File: src/rtl/sar_test_pkg.sv
// ---------------------------------------------------------------------------
// sar_test_pkg
// Shared definitions for the SAR self-test logic: the emulator state
// encoding, the default converter resolution and a clamp helper. The helper
// is used both to limit the offset-adjusted target to the legal code range
// and for any saturating arithmetic.
// ---------------------------------------------------------------------------
package sar_test_pkg;

  // Default converter resolution in bits
  localparam int NBITS_DEFAULT = 10;

  // Emulator phases: idle, tracking the input, bit-by-bit conversion,
  // waiting for the SAR to report its result
  typedef enum logic [1:0] {
    IDLE     = 2'd0,
    TRACK    = 2'd1,
    CONV     = 2'd2,
    WAIT_EOC = 2'd3
  } state_t;

  // Clamp a signed value into the range [0, max_val]
  function automatic int clamp_range(input int value, input int max_val);
    if (value < 0) begin
      return 0;
    end else if (value > max_val) begin
      return max_val;
    end else begin
      return value;
    end
  endfunction

endpackage

File: src/rtl/sar_comp_emulator_sat_counter.sv
// ---------------------------------------------------------------------------
// sat_counter
// Up-counter that sticks at its all-ones value instead of wrapping.
//   clk   : clock, all logic on the rising edge
//   rst   : asynchronous active-high reset, clears the count
//   inc   : count one event this cycle
//   count : current saturating count
// ---------------------------------------------------------------------------
module sat_counter #(
  parameter int CNT_W = 8
) (
  input  logic             clk,
  input  logic             rst,
  input  logic             inc,
  output logic [CNT_W-1:0] count
);

  // Increment on request unless the counter is already at full scale
  always_ff @(posedge clk or posedge rst) begin
    if (rst) begin
      count <= '0;
    end else if (inc && (count != {CNT_W{1'b1}})) begin
      count <= count + CNT_W'(1);
    end
  end

endmodule

File: src/rtl/sar_comp_emulator.sv
// ---------------------------------------------------------------------------
// sar_comp_emulator
// Digital stand-in for the comparator and capacitive DAC in front of the SAR
// logic. A programmed target code plays the role of the analog input. During
// a conversion the SAR presents one trial code per clock and this block
// answers with the comparator decision one cycle later. When the SAR signals
// end of conversion, its result is checked against the held target (plus the
// comparator offset, clamped to the code range) and pass/fail counts are
// kept.
//
// Ports:
//   wb_clk_i    : clock
//   wb_rst_i    : asynchronous active-high reset
//   target_i    : emulated analog input code
//   target_ld_i : load target_i into the target register
//   samp_i      : SAR sample phase (high = track, falling edge = convert)
//   dac_code_i  : SAR trial code for the current cycle
//   eoc_i       : SAR end of conversion
//   result_i    : SAR output code, valid with eoc_i
//   comp_o      : comparator decision
//   compn_o     : inverted comparator decision
//   busy_o      : conversion or result wait in progress
//   bit_idx_o   : decisions issued in the current conversion
//   done_o      : one-cycle pulse when a result has been checked
//   match_o     : outcome of the last check
//   timeout_o   : one-cycle pulse when the SAR never reported a result
//   pass_cnt_o  : saturating count of matching conversions
//   fail_cnt_o  : saturating count of mismatches and timeouts
// ---------------------------------------------------------------------------
module sar_comp_emulator
  import sar_test_pkg::*;
#(
  parameter int NBITS   = NBITS_DEFAULT,
  parameter int OFFSET  = 0,
  parameter int TIMEOUT = 4,
  parameter int CNT_W   = 8
) (
  input  logic             wb_clk_i,
  input  logic             wb_rst_i,
  input  logic [NBITS-1:0] target_i,
  input  logic             target_ld_i,
  input  logic             samp_i,
  input  logic [NBITS-1:0] dac_code_i,
  input  logic             eoc_i,
  input  logic [NBITS-1:0] result_i,
  output logic             comp_o,
  output logic             compn_o,
  output logic             busy_o,
  output logic [3:0]       bit_idx_o,
  output logic             done_o,
  output logic             match_o,
  output logic             timeout_o,
  output logic [CNT_W-1:0] pass_cnt_o,
  output logic [CNT_W-1:0] fail_cnt_o
);

  // Two extra bits give room for a sign and for target + offset overflow
  localparam int CMP_W = NBITS + 2;
  // The wait timer only has to count 0 .. TIMEOUT-1
  localparam int TMR_W = (TIMEOUT < 2) ? 1 : $clog2(TIMEOUT);
  localparam logic [3:0]       LAST_IDX = 4'(NBITS - 1);
  localparam logic [TMR_W-1:0] TMR_LAST = TMR_W'(TIMEOUT - 1);
  localparam int               CODE_MAX = (1 << NBITS) - 1;

  state_t state, next_state;

  logic [NBITS-1:0] target_q;
  logic [NBITS-1:0] hold_q;
  logic             samp_q;
  logic             comp_q;
  logic [3:0]       bit_idx_q;
  logic [TMR_W-1:0] tmr_q;
  logic             done_q;
  logic             match_q;
  logic             timeout_q;

  logic signed [CMP_W-1:0] level;
  logic signed [CMP_W-1:0] trial;
  logic                    decision;
  logic [NBITS-1:0]        expected;
  logic                    result_ok;
  logic                    samp_rise;
  logic                    samp_fall;
  logic                    start_conv;
  logic                    early_eoc;
  logic                    abort;
  logic                    decide;
  logic                    conv_last;
  logic                    check;
  logic                    expire;
  logic                    hold_comp;
  logic                    pass_inc;
  logic                    fail_inc;

  // Comparator: offset-adjusted held target against the trial code, both
  // widened to a signed format so a negative level always loses
  assign level     = signed'(CMP_W'(hold_q)) + CMP_W'(OFFSET);
  assign trial     = signed'(CMP_W'(dac_code_i));
  assign decision  = (level >= trial);
  assign expected  = NBITS'(clamp_range(int'(level), CODE_MAX));
  assign result_ok = (result_i == expected);

  assign samp_rise = samp_i & ~samp_q;
  assign samp_fall = samp_q & ~samp_i;

  // Event decode. Inside CONV an early eoc takes priority over an abort, and
  // a normal decision happens only when neither occurs. In WAIT_EOC an eoc
  // arriving on the last allowed cycle beats the timeout.
  assign start_conv = (state == TRACK) && samp_fall;
  assign early_eoc  = (state == CONV) && eoc_i;
  assign abort      = (state == CONV) && !eoc_i && samp_rise;
  assign decide     = (state == CONV) && !eoc_i && !samp_rise;
  assign conv_last  = decide && (bit_idx_q == LAST_IDX);
  assign check      = (state == WAIT_EOC) && eoc_i;
  assign expire     = (state == WAIT_EOC) && !eoc_i && (tmr_q == TMR_LAST);
  assign hold_comp  = (state == WAIT_EOC) && !eoc_i && !expire;
  assign pass_inc   = check && result_ok;
  assign fail_inc   = (check && !result_ok) || early_eoc || expire;

  // State register
  always_ff @(posedge wb_clk_i or posedge wb_rst_i) begin
    if (wb_rst_i) begin
      state <= IDLE;
    end else begin
      state <= next_state;
    end
  end

  // Next-state logic
  always_comb begin
    next_state = state;
    case (state)
      IDLE: begin
        if (samp_i) next_state = TRACK;
      end
      TRACK: begin
        if (samp_fall) next_state = CONV;
      end
      CONV: begin
        if (early_eoc) begin
          next_state = IDLE;
        end else if (abort) begin
          next_state = TRACK;
        end else if (conv_last) begin
          next_state = WAIT_EOC;
        end
      end
      WAIT_EOC: begin
        if (check) begin
          next_state = samp_i ? TRACK : IDLE;
        end else if (expire) begin
          next_state = IDLE;
        end
      end
      default: next_state = IDLE;
    endcase
  end

  // State-derived outputs
  always_comb begin
    busy_o = (state == CONV) || (state == WAIT_EOC);
  end

  // Input capture: sample-phase history, target register, and the held
  // target that is frozen for the duration of a conversion
  always_ff @(posedge wb_clk_i or posedge wb_rst_i) begin
    if (wb_rst_i) begin
      samp_q   <= 1'b0;
      target_q <= '0;
      hold_q   <= '0;
    end else begin
      samp_q <= samp_i;
      if (target_ld_i) target_q <= target_i;
      if (state == TRACK) hold_q <= target_q;
    end
  end

  // Conversion progress: the decision register, the decision counter and
  // the result wait timer. The last decision stays visible while waiting
  // for eoc and is cleared whenever the emulator leaves the conversion.
  always_ff @(posedge wb_clk_i or posedge wb_rst_i) begin
    if (wb_rst_i) begin
      comp_q    <= 1'b0;
      bit_idx_q <= '0;
      tmr_q     <= '0;
    end else begin
      if (decide) begin
        comp_q <= decision;
      end else if (!hold_comp) begin
        comp_q <= 1'b0;
      end

      if (start_conv) begin
        bit_idx_q <= '0;
      end else if (decide) begin
        bit_idx_q <= bit_idx_q + 4'd1;
      end

      if (conv_last) begin
        tmr_q <= '0;
      end else if (state == WAIT_EOC) begin
        tmr_q <= tmr_q + TMR_W'(1);
      end
    end
  end

  // Check results: one-cycle done/timeout pulses and a sticky match flag
  always_ff @(posedge wb_clk_i or posedge wb_rst_i) begin
    if (wb_rst_i) begin
      done_q    <= 1'b0;
      match_q   <= 1'b0;
      timeout_q <= 1'b0;
    end else begin
      done_q    <= check || early_eoc;
      timeout_q <= expire;
      if (check) begin
        match_q <= result_ok;
      end else if (early_eoc || expire) begin
        match_q <= 1'b0;
      end
    end
  end

  sat_counter #(
    .CNT_W(CNT_W)
  ) u_pass_cnt (
    .clk  (wb_clk_i),
    .rst  (wb_rst_i),
    .inc  (pass_inc),
    .count(pass_cnt_o)
  );

  sat_counter #(
    .CNT_W(CNT_W)
  ) u_fail_cnt (
    .clk  (wb_clk_i),
    .rst  (wb_rst_i),
    .inc  (fail_inc),
    .count(fail_cnt_o)
  );

  assign comp_o    = comp_q;
  assign compn_o   = ~comp_q;
  assign bit_idx_o = bit_idx_q;
  assign done_o    = done_q;
  assign match_o   = match_q;
  assign timeout_o = timeout_q;

endmodule
File: config.mk
export PLATFORM = sky130hd
export DESIGN_NAME = sar_comp_emulator
export DESIGN_NICKNAME = d
export VERILOG_FILES = /design/src/rtl/sar_test_pkg.sv /design/src/rtl/sar_comp_emulator_sat_counter.sv /design/src/rtl/sar_comp_emulator.sv
export SDC_FILE = /design/constraint.sdc
export NUM_CORES = 1
export LEC_CHECK = 0
export ABC_AREA = 1
export CELL_PAD_IN_SITES_DETAIL_PLACEMENT = 1
export CELL_PAD_IN_SITES_GLOBAL_PLACEMENT = 2
export CORE_MARGIN = 3
export CORE_UTILIZATION = 32
export CTS_CLUSTER_DIAMETER = 60
export DETAILED_ROUTE_END_ITERATION = 10
export PLACE_DENSITY = 0.95
export SETUP_SLACK_MARGIN = 0.15
export SYNTH_ARGS = -nofsm -noshare
export SYNTH_HDL_FRONTEND = slang
export SYNTH_SLANG_ARGS = --single-unit
export TNS_END_PERCENT = 10
File: constraint.sdc
create_clock -name wb_clk_i -period 4.1 [get_ports wb_clk_i]
set_input_delay 0.615 -clock wb_clk_i [delete_from_list [all_inputs] [get_ports wb_clk_i]]
set_output_delay 0.615 -clock wb_clk_i [all_outputs]
set_load 0.03 [all_outputs]
---- Word level (Yosys, flattened, before mapping) ----
Index checks and enable logic that the tools add are counted.
word-level totals
  memory bits (read-only) ................. 0
  RAM bits ................................ 0
  register bits ........................... 49
  latch bits .............................. 0
  memories ................................ 0
cells by class
  div/mod/pow operators ................... 0
  muxes and demuxes ....................... 19
  reduce and logical (&&, ||, !) cells .... 28
  shift operators ......................... 0
  magnitude comparators ................... 3
  bitwise operators ....................... 5
  equality and inequality tests ........... 13
  multiply operators ...................... 0
  add/subtract/negate cells ............... 4
operators by type and width
  operator              count
  $mux 10               2
  $mux 2                9
  $add 8x1->8 const B   2
  $ne 8x8->1 const B    2
  $logic_and 1x1->1     14
  $eq 10x10->1          1
  $ge 10x10->1          1
  $gt 10x10->1 const B  1
  $lt 10x1->1 const B   1
  $mux 4                2
  $pmux 2 s4            1
  $eq 2x2->1 const B    3
  $ne 2x2->1 const B    3
  $reduce_bool 2->1     3
  $logic_or 1x1->1      5
  $mux 1                5
  $add 4x1->4 const B   1
  $eq 4x4->1 const B    1
  $logic_not 1->1       4
  $ne 4x4->1 const B    1
  $reduce_and 4->1      1
  $ne 3x3->1 const B    1
  $not 1->1             3
  $add 2x1->2 const B   1
  other kinds (3)       4

---- Logic depth before layout (Yosys ltp) ----
Gate-level depths: netlist of run 1.
  word-level depth ........................ 9
  mapped depth ............................ 10

---- Hierarchy ----
A second synthesis of run 1 with hierarchy kept.
unflattened totals
  cell total of the unflattened synthesis .. 362
  area total of the unflattened synthesis .. 2,826.5 sq um
modules (own cells, without submodules)
  module             times used  cells an instance  area an instance (sq um)  seq. area each (sq um)
  sar_comp_emulator  1           236                1,880.6                   825.8
  sat_counter        2           63                 473.0                     200.2

---- Least setup slack after synthesis of run 1 ----
No wires, ideal clock.
  path type ............................... register to register
  from .................................... register u_pass_cnt.count[1]
  to ...................................... register u_pass_cnt.count[2]
  buffers on the path ..................... 1
  stages on the path, launching flop included .. 9
  library setup time ...................... 74 ps
  setup slack ............................. 2,445 ps
  data arrival time ....................... 1,581 ps
  path through ............................ dfrtp_1 > ha_1 > nand3_1 > nor2_1 > nand3_1 > nand3_4 > buf_6 > nand2_2 > o21ai_2
between the ends
  cells in the longest elaborated chain, start to end .. 2
  elaborated cells on any way between the ends .. 3
RTL lines
  item                                                                 line                                 RTL
  from (decl)                                                          sar_comp_emulator_sat_counter.sv:15  output logic [CNT_W-1:0] count
  from (signal assigned)                                               sar_comp_emulator_sat_counter.sv:23  count <= count + CNT_W'(1);
  parallel branches: the longest is 2 deep, another holds $add 8x1->8  n/a
Parallel ways; which one is timed is not known.
A chain may end at the register's enable or synchronous reset.

---- Worst setup path in the final report of run 1 ----
  from .................................... register state[1]
  to ...................................... output port busy_o
between the ends
  cells in the longest elaborated chain, start to end .. 2
  elaborated cells on any way between the ends .. 3
RTL lines
  item                    line                      RTL
  from (decl)             sar_comp_emulator.sv:65   state_t state, next_state;
  from (signal assigned)  sar_comp_emulator.sv:125  state <= next_state;
  $eq 2x2->1              sar_comp_emulator.sv:161  busy_o = (state == CONV) || (state == WAIT_EOC);
  $logic_or 1x1->1 *      sar_comp_emulator.sv:161
  to (decl)               sar_comp_emulator.sv:48   output logic busy_o,
Every way passes the cells marked *; elsewhere a longest branch is shown, timed or not.

==> summary.md, run 1 <==
| Metric | Value |
|---|---|
| Detailed-route via count | 2328 |
| P_leak | 1.715 nW |
| Seq cells post-synth | 49 |
| DP Cell Count | 498 |
| DRC | 0 |
| # resized after CTS | 0 |
| Sequential area share after synthesis | 44.22% |
| WP data arrival | 1.49 ns |
| Post-route clock period utilization | 51.33% |
| Gate Count Post-Synth | 339 |
| Drt total wl | between 6000 and 7000 um |
| Setup repair bufs after CTS | 0 |
| Post-synth top area share | 44.22% |
| Pin count of the biggest net entering global routing | 50 |
| Cell family with most CP delay | buffers and inverters |
| Share of cells above drive strength 1 | 9.500% |
| Initial antenna violation count | 0 |
| Worst R2R Setup Slack | between 2 and 2.5 ns |
| First-pass GRT wire length | 11210 um |
| Required @ worst endpoint | 3.48 ns |
| Total GRT Usage | 13.90% |
| Most frequent cell after synthesis | nand2_1 |
| Die width | 99.09 um |
| Sequential cell area | approximately 0.0012 mm^2 |
| WL/cell | 12.78 um |
| Startpoint types | flip-flop |
| Vias in the first global route | 2418 |
| Most used DFF post-synth | dfrtp_1 |
| Peak ir drop on the vdd network | around 0.22 mV |
| Max Root-Sink Buffers | 2 |
| Site row count | 33 |
| Total negative setup slack | 0 ns |
| DRT iter0 DRCs | 101 |
| CTS tree | yes |
| Critical-path top delay cell | clkdlybuf4s50_1 |
| HP Class | reg -> reg |
| Hold Startpoint | match_o |
| Pwr Density | approximately 480 mW/mm^2 |
| Rel. slew slack | 33.77% |
| Final Wtd Congestion | 0.7902 |
| HPWL after DPL | 5036 um |
| IO Pins | 61 |
| Final min period | roughly 2.1 ns |
| Area of the multi-input gates | roughly 0.0013 mm^2 |
| Post-synthesis cell type count | 30 |
| Root Driver | clkbuf_8 |
| Crit path kind | reg -> out |
| Synth warn | 0 |
| # hold bufs at CTS | 0 |
| Die height | 99.09 um |
| CP bufs+invs | 1 |
| H-tree depth | 2 |
| CP cell instances | clkdlybuf4s50_1 |
| # port buffers | 60 |
| Worst-Margin Slew | 0.9920 ns |
| Worst hold path depth | 2 |
| Top cells by area, synth | dfrtp_1 44%, nand2_1 12%, ha_1 6.8% |
| Clock skew | approximately 0.007 ns |
| Total of max-cap violations | 0 |
| Fin nets | 450 |
| Hold_ws | 0.5166 ns |
| Syn nets | 389 |
| Area leader, netlist | dfrtp_1 |
| R2R Path End | bit_idx_o[1] |
| Post-route setup slack | around 2 ns |
| Largest stage delay, worst path | 0.72 ns |
| Total CTS buffers | 5 |
| Final hold violation count | 0 |
| Clock Latency Late Sink | 0.30 ns |
| Type of destination of the critical path | output pin |
| Hold Path End | match_o |
| Core area | 0.008299 mm^2 |
| Max FO, Critical Path | 6 |
| Die ar. | 0.009818 mm^2 |
| Via density | 4.610 |
| Mapped Area | 0.002773 mm^2 |
| # fillers | approximately 1000 |
| Synth async-reset ratio | 100.0% |
| Grt ovf | 0 |
| Clock transition at the registers of the reported paths | roughly 0.080 ns |
| Syn avg cell area | slightly above 8 um^2 |
| Routed Antenna Nets | 0 |
| Final cell count without fillers | ~510 |
| Unrepaired setup endpoints after global routing | no |
| Final Max Slew Viols | 0 |
| Starting Density | 33.41% |
| Setup violators final | 0 |
| Drt pass-1 iters | 4 |
| Worst slack at placement | 1.752 ns |
| Cell Area, Placed | between 0.003 and 0.004 mm^2 |
| Outcome | completed |
| Post-synth top cells | 86 x nand2_1, 49 x dfrtp_1, 49 x inv_1 |
| R2r startpoint | state[1] |
| Antenna diode count | 0 |
| Max Clk Rate | 475.2 MHz |
| Area Overhead vs Synth | 28.43% |
| Cell area after layout | 0.003561 mm^2 |
| EDFF count, synth | 0 |
| Worst Reg-to-Reg Cells | 6 |
| Clk sinks | 49 |
==> metrics by stage <==
| step | power, mW | util (%) |
|---|---|---|
| floorplan | 1.189 | - |
| finish | 1.705 | 42.91 |
| global placement | 1.405 | 41.87 |
| CTS | 1.731 | 42.91 |
| global route | 1.859 | 42.91 |
| detailed placement | 1.442 | 41.87 |
==> state kept, by name, summed over array words and instances, names as in the netlist <==
register          flops
state                 2
hold_q               10
match_o               1
bit_idx_o             4
comp_o                1
timeout_o             1
u_pass_cnt.count      8
samp_q                1
target_q             10
tmr_q                 2
u_fail_cnt.count      8
done_o                1
==> placed cells by master, fill, tap and decap left out, drive strengths merged <==
| master | synthesis | routed |
|---|---|---|
| clkbuf | 4 | 7 |
| nor2 | 28 | 28 |
| xor2 | 8 | 8 |
| nand4 | 4 | 4 |
| inv | 53 | 53 |
| o21ai | 33 | 33 |
| dfrtp | 49 | 49 |
| o211ai | 2 | 2 |
| a21oi | 7 | 7 |
| ha | 15 | 15 |
| o21a | 1 | 1 |
| nor3 | 4 | 4 |
| o21bai | 1 | 1 |
| nand3 | 23 | 23 |
| nand2 | 95 | 95 |
| clkdlybuf4s50 | 0 | 60 |
| xnor2 | 8 | 8 |
| or2 | 1 | 1 |
| clkinv | 1 | 1 |
==> routing by layer <==
layer  up-vias  track usage [%]  share of wire [%]
li1       1188                -                  -
met1      1095            19.24                 49
met2        39            22.26                 46
met3         6            2.689                3.9
met4         0            3.782                1.1
met5         -                0                  0
==> worst max-delay path by stage <==
stage                             start                  end  slack [ns]  cells after the start
floorplan                      wb_rst_i         bit_idx_o[0]        2.31                      1
global placement            result_i[5]  u_pass_cnt.count[3]        1.81                     10
detailed placement          result_i[5]  u_pass_cnt.count[3]        1.75                     10
finish                         state[1]               busy_o        2.00                      1
global route        u_pass_cnt.count[2]        pass_cnt_o[2]        1.94                      1
CTS                            state[1]               busy_o        1.97                      1
==> report_power, final <==
part	internal [mW]	switching, mW
clock network	0.134	0.151
registers	0.594	0.125
logic	0.279	0.421
==> area by class of cell <==
class	count	share of cell area (%)
well taps	105	3.689
flip-flops and latches	49	34.43
multi-input cells	230	36.89
clock buffers	7	2.424
inverters	54	5.692
repair buffers	60	16.87
==> cells by family after synthesis <==
family                   share of synthesized area [%]
AO/OA/AOI/OAI                                    10.02
buffers and inverters                            8.393
AND/OR/NAND/NOR                                  25.54
adder cells (fa/ha/maj)                          6.769
flip-flops                                       44.22
XOR/XNOR                                         5.054
Note: power is estimated with default switching activity, not from simulation.
==> run 2: changes to the inputs <==
--- a/config.mk
+++ b/config.mk
@@ -9,10 +9,10 @@
 export CELL_PAD_IN_SITES_DETAIL_PLACEMENT = 1
 export CELL_PAD_IN_SITES_GLOBAL_PLACEMENT = 2
 export CORE_MARGIN = 3
-export CORE_UTILIZATION = 32
+export CORE_UTILIZATION = 29
 export CTS_CLUSTER_DIAMETER = 60
 export DETAILED_ROUTE_END_ITERATION = 10
-export PLACE_DENSITY = 0.95
+export PLACE_DENSITY = 0.91
 export SETUP_SLACK_MARGIN = 0.15
 export SYNTH_ARGS = -nofsm -noshare
 export SYNTH_HDL_FRONTEND = slang
==> constraint.sdc (replaced) <==
create_clock -name wb_clk_i -period 2 [get_ports wb_clk_i]
set_input_delay 0.3 -clock wb_clk_i [delete_from_list [all_inputs] [get_ports wb_clk_i]]
set_output_delay 0.3 -clock wb_clk_i [all_outputs]
set_load 0.03 [all_outputs]
==> summary.md, run 2 (same netlist as run 1, synthesis figures left out) <==
| Metric | Value |
|---|---|
| Outcome | completed |
| WP data arrival | 1.48 ns (about the same) |
| Worst R2R Setup Slack | 0.37 ns (-1.89 ns) |
| Post-route clock period utilization | 89.16% |
| Die ar. | 0.01077 mm^2 (+9.7%) |
| IO Pins | 61 (unchanged) |
| CTS tree | yes |
| Final min period | 1.783 ns |
| Share of cells above drive strength 1 | 10.84% (+1.3 points) |
| Worst Reg-to-Reg Cells | 7 (+1) |
| # hold bufs at CTS | 0 (unchanged) |
| Area Overhead vs Synth | 32.49% |
| Drt pass-1 iters | 4 (unchanged) |
| Final hold violation count | 0 (unchanged) |
| Final Wtd Congestion | 0.7492 (-5.2%) |
| Largest regs | hold_q: 10 flops, target_q: 10 flops |
| WP depth | 1 (unchanged) |
| Largest stage delay, worst path | 0.72 ns (about the same) |
| Antenna diode count | 0 (unchanged) |
| Crit path capture | pass_cnt_o[2] |
| CP bufs+invs | 1 (unchanged) |
| Via density | 4.439 (-3.7%) |
| Max Root-Sink Buffers | 2 (unchanged) |
| Fin nets | 455 (+1.1%) |
| WL/cell | 12.39 um (-3.0%) |
| Highest-count cells in the layout ignoring fill and taps | 86 x nand2_1, 59 x clkdlybuf4s50_1, 49 x dfrtp_1 |
| Detailed-route via count | 2375 (+2.0%) |
| Total GRT Usage | 13.21% (-0.70 points) |
| R2R Path End | u_pass_cnt.count[4] |
| Max Clk Rate | 560.8 MHz |
| Clk sinks | 49 (unchanged) |
| Total of max-cap violations | 0 (unchanged) |
| Root Driver | clkbuf_8 |
| Die width | 103.8 um (+4.7%) |
| Unrepaired setup endpoints after global routing | yes |
| DP Cell Count | 527 (+5.8%) |
| Required @ worst endpoint | 1.70 ns (-1.78 ns) |
| Drt total wl | 6629 um (+2.7%) |
| DRT iter0 DRCs | 58 (-43%) |
| Crit path kind | reg -> out |
| Critical-path top delay cell | clkdlybuf4s50_1 |
| H-tree depth | 2 (unchanged) |
| Starting Density | 29.87% (-3.5 points) |
| CP cell instances | clkdlybuf4s50_1 |
| Final cell count without fillers | 535 (+5.9%) |
| Clock Latency Late Sink | 0.30 ns (about the same) |
| Site row count | 35 (+6.1%) |
| Die height | 103.8 um (+4.7%) |
| Clock transition at the registers of the reported paths | 0.09 ns (about the same) |
| Routed Antenna Nets | 0 (unchanged) |
| # port buffers | 60 (unchanged) |
| Rel. slew slack | 61.65% (+28 points) |
| Final Max Slew Viols | 0 (unchanged) |
| Crit path from | u_pass_cnt.count[2] |
| Leading cell type in the layout, fill and taps excluded | nand2_1 |
| Total negative setup slack | 0 ns (unchanged) |
| Startpoint types | flip-flop |
| First-pass GRT wire length | 11830 um (+5.5%) |
| Total CTS buffers | 5 (unchanged) |
| Core area | 0.009284 mm^2 (+12%) |
| R2r startpoint | u_pass_cnt.count[1] |
| Grt ovf | 0 (unchanged) |
| DRC | 0 (unchanged) |
| Total chip power | 3.666 mW (+120%) |
| Setup violators final | 0 (unchanged) |
| HP Class | in -> async |
| HPWL after DPL | 5306 um (+5.4%) |
| Hold_ws | 0.3387 ns (-0.1778 ns) |
| Max FO, Critical Path | 5 (-1) |
| Pwr Density | 997.8 mW/mm^2 (+110%) |
| Initial antenna violation count | 0 (unchanged) |
| # fillers | 1144 (+16%) |
| Post-route core utilization | 39.57% (-3.3 points) |
| Vias in the first global route | 2546 (+5.3%) |
| Worst-Margin Slew | 0.5735 ns (-0.4185 ns) |
| Cell family with most CP delay | buffers and inverters |
| Clock skew | 0.01116 ns (+0.004175 ns) |
| P_leak | 1.769 nW (+3.1%) |
| Pin count of the biggest net entering global routing | 31 (-38%) |
| Type of destination of the critical path | output pin |
| Peak ir drop on the vdd network | 0.4821 mV (+120%) |
==> run 2: timing repair <==
action / CTS / global route
buffers inserted: 0 / 0
hold endpoints to repair: 0 / 0
setup endpoints to repair: 0 / 3
resized for setup: 0 / 1
==> run 2: how the worst min path moves through the flow <==
stage	from	depth (start not counted)	end
global placement	tmr_q[1]	2	tmr_q[1]
floorplan	samp_i	0	samp_q
global route	wb_rst_i	2	match_o
finish	wb_rst_i	2	u_pass_cnt.count[6]
CTS	wb_rst_i	2	u_pass_cnt.count[7]
detailed placement	tmr_q[1]	2	tmr_q[1]
==> run 2: worst register-to-register path, cell delays in order, from the launching register on <==
cell	delay, ns
dfrtp_1	0.43
ha_1	0.21
nand3_1	0.11
nor2_1	0.17
nand3_1	0.15
nand3_4	0.23
buf_4	0.18
o21ai_2	0.05
==> run 2: routing by layer <==
metal | routed length, um | GRT usage (%) | vias to the layer above
li1 | - | - | 1191
met1 | 3197 | 17.47 | 1136
met2 | 3143 | 22.24 | 43
met3 | 214 | 2.555 | 5
met4 | 74 | 3.419 | 0
met5 | 0 | 0 | -
==> run 2: area by class of cell <==
cell class	count	area (um^2)	share of cell area (%)
multi-input cells	230	1314	35.76
flip-flops and latches	49	1226	33.38
repair buffers	65	653.1	17.78
inverters	54	202.7	5.518
well taps	129	161.4	4.394
clock buffers	7	86.33	2.350
clock inverters	1	30.03	0.8174
==> run 2: per-stage QoR <==
| stage | worst slack, ns | instance area [um^2] |
|---|---|---|
| floorplan | 0.3445 | 2773 |
| global placement | 0.08248 | 3555 |
| detailed placement | 0.02329 | 3555 |
| CTS | 0.1821 | 3671 |
| global route | 0.1418 | 3674 |
| finish | 0.2168 | 3674 |
==> run 2: where the power goes <==
group,internal [mW],leakage (nW),switching [mW]
clock,0.408,0.0585,0.314
combinational,0.597,1.08,0.875
sequential,1.22,0.635,0.255
total,2.22,1.77,1.44
==> run 3: changes to the inputs <==
--- a/config.mk
+++ b/config.mk
@@ -10,7 +10,8 @@
 export CELL_PAD_IN_SITES_GLOBAL_PLACEMENT = 2
 export CORE_MARGIN = 3
 export CORE_UTILIZATION = 29
-export CTS_CLUSTER_DIAMETER = 60
+export CTS_BUF_LIST = sky130_fd_sc_hd__clkbuf_8 sky130_fd_sc_hd__clkbuf_16
+export CTS_CLUSTER_DIAMETER = 50
 export DETAILED_ROUTE_END_ITERATION = 10
 export PLACE_DENSITY = 0.91
 export SETUP_SLACK_MARGIN = 0.15
==> summary.md, run 3 (same netlist as run 1, synthesis figures left out) <==
| Metric | Value |
|---|---|
| Outcome | completed |
| Startpoint types | flip-flop |
| R2r startpoint | u_pass_cnt.count[1] |
| Peak ir drop on the vdd network | 0.4821 mV (unchanged) |
| Cell area after layout | 0.003674 mm^2 (unchanged) |
| Leading cell type in the layout, fill and taps excluded | nand2_1 |
| Final hold violation count | 0 (unchanged) |
| H-tree depth | 2 (unchanged) |
| WL/cell | 12.39 um (unchanged) |
| Final Wtd Congestion | 0.7492 (unchanged) |
| CTS tree | yes |
| Worst Reg-to-Reg Cells | 7 (unchanged) |
| Die ar. | 0.01077 mm^2 (unchanged) |
| Starting Density | 29.87% (unchanged) |
| HP Class | in -> async |
| HPWL after DPL | 5306 um (unchanged) |
| Max Root-Sink Buffers | 2 (unchanged) |
| DRC | 0 (unchanged) |
| # fillers | 1144 (unchanged) |
| Highest-count cells in the layout ignoring fill and taps | 86 x nand2_1, 59 x clkdlybuf4s50_1, 49 x inv_1, 49 x dfrtp_1, 26 x o21ai_0 |
| Max Clk Rate | 560.8 MHz (unchanged) |
| Area Overhead vs Synth | 32.49% (unchanged) |
| Crit path from | u_pass_cnt.count[2] |
| Drt pass-1 iters | 4 (unchanged) |
| Clock Latency Late Sink | 0.30 ns (about the same) |
| # hold bufs at CTS | 0 (unchanged) |
| Largest stage delay, worst path | 0.72 ns (about the same) |
| Required @ worst endpoint | 1.70 ns (about the same) |
| P_leak | 1.773 nW (+0.23%) |
| Die height | 103.8 um (unchanged) |
| Clock skew | 0.01116 ns (unchanged) |
| Type of destination of the critical path | output pin |
| Setup violators final | 0 (unchanged) |
| # resized after CTS | 0 (unchanged) |
| Root Driver | clkbuf_8 |
| Routed Antenna Nets | 0 (unchanged) |
| Post-route core utilization | 39.57% (unchanged) |
| Max FO, Critical Path | 5 (unchanged) |
| Initial antenna violation count | 0 (unchanged) |
| Unrepaired setup endpoints after global routing | yes |
| Post-route clock period utilization | 89.16% (unchanged) |
| Share of cells above drive strength 1 | 10.84% (unchanged) |
| First-pass GRT wire length | 11830 um (unchanged) |
| Rel. slew slack | 61.65% (unchanged) |
| Crit path kind | reg -> out |
| Core area | 0.009284 mm^2 (unchanged) |
| Final Max Slew Viols | 0 (unchanged) |
| Hold_ws | 0.3387 ns (unchanged) |
| Via density | 4.439 (unchanged) |
| DRT iter0 DRCs | 58 (unchanged) |
| Total chip power | 3.661 mW (-0.13%) |
| Worst slack at placement | 0.02329 ns (unchanged) |
| Drt total wl | 6629 um (unchanged) |
| Critical-path top delay cell | clkdlybuf4s50_1 |
| Site row count | 35 (unchanged) |
| Clk sinks | 49 (unchanged) |
| Grt ovf | 0 (unchanged) |
| # port buffers | 60 (unchanged) |
| Fin nets | 455 (unchanged) |
| Final min period | 1.783 ns (unchanged) |
| Pin count of the biggest net entering global routing | 31 (unchanged) |
| Post-route setup slack | 0.2168 ns (unchanged) |
| Total negative setup slack | 0 ns (unchanged) |
| Clock transition at the registers of the reported paths | 0.09 ns (about the same) |
| Total CTS buffers | 5 (unchanged) |
| Largest regs | hold_q: 10 flops, target_q: 10 flops |
| Antenna diode count | 0 (unchanged) |
| Total of max-cap violations | 0 (unchanged) |
| Detailed-route via count | 2375 (unchanged) |
| Die width | 103.8 um (unchanged) |
| Worst R2R Setup Slack | 0.37 ns (about the same) |
| IO Pins | 61 (unchanged) |
| Worst-Margin Slew | 0.5735 ns (unchanged) |
| Cell family with most CP delay | buffers and inverters |
| Total GRT Usage | 13.21% (unchanged) |
| DP Cell Count | 527 (unchanged) |
| Final cell count without fillers | 535 (unchanged) |
| WP data arrival | 1.48 ns (about the same) |
| Pwr Density | 996.5 mW/mm^2 (-0.13%) |
| CP cell instances | clkdlybuf4s50_1 |
| Vias in the first global route | 2546 (unchanged) |
| CP bufs+invs | 1 (unchanged) |
| Setup repair bufs after CTS | 0 (unchanged) |
| Cell Area, Placed | 0.003555 mm^2 (unchanged) |
| R2R Path End | u_pass_cnt.count[4] |
==> run 3: area by class of cell <==
cell class / instances / area [um^2] / area share (%)
clock buffers: 6 / 82.58 / 2.248
multi-input cells: 230 / 1314 / 35.76
inverters: 54 / 202.7 / 5.518
clock inverters: 2 / 33.78 / 0.9196
flip-flops and latches: 49 / 1226 / 33.38
well taps: 129 / 161.4 / 4.394
repair buffers: 65 / 653.1 / 17.78
==> run 3: worst max path at each step <==
| stage | to | slack (ns) | cells past startpoint |
|---|---|---|---|
| 3_5_place_dp | u_pass_cnt.count[3] | 0.02 | 10 |
| 4_1_cts | busy_o | 0.18 | 1 |
| 6_report | pass_cnt_o[2] | 0.22 | 1 |
| 3_3_place_gp | u_pass_cnt.count[4] | 0.08 | 10 |
| 5_1_grt | fail_cnt_o[2] | 0.14 | 1 |
| 2_1_floorplan | u_pass_cnt.count[2] | 0.34 | 8 |
==> run 3: routing by layer <==
metal	vias up	global-route usage [%]	wire length [um]	part of all wire, %
met3	5	2.555	214	3.2
met4	0	3.419	74	1.1
met2	43	22.24	3143	47
li1	1191	-	-	-
met5	-	0	0	0
met1	1136	17.47	3197	48
==> run 3: where the power goes <==
| group | total, mW | internal (mW) | switching (mW) |
|---|---|---|---|
| sequential | 1.47 | 1.22 | 0.255 |
| combinational | 1.47 | 0.597 | 0.875 |
| clock | 0.717 | 0.403 | 0.315 |
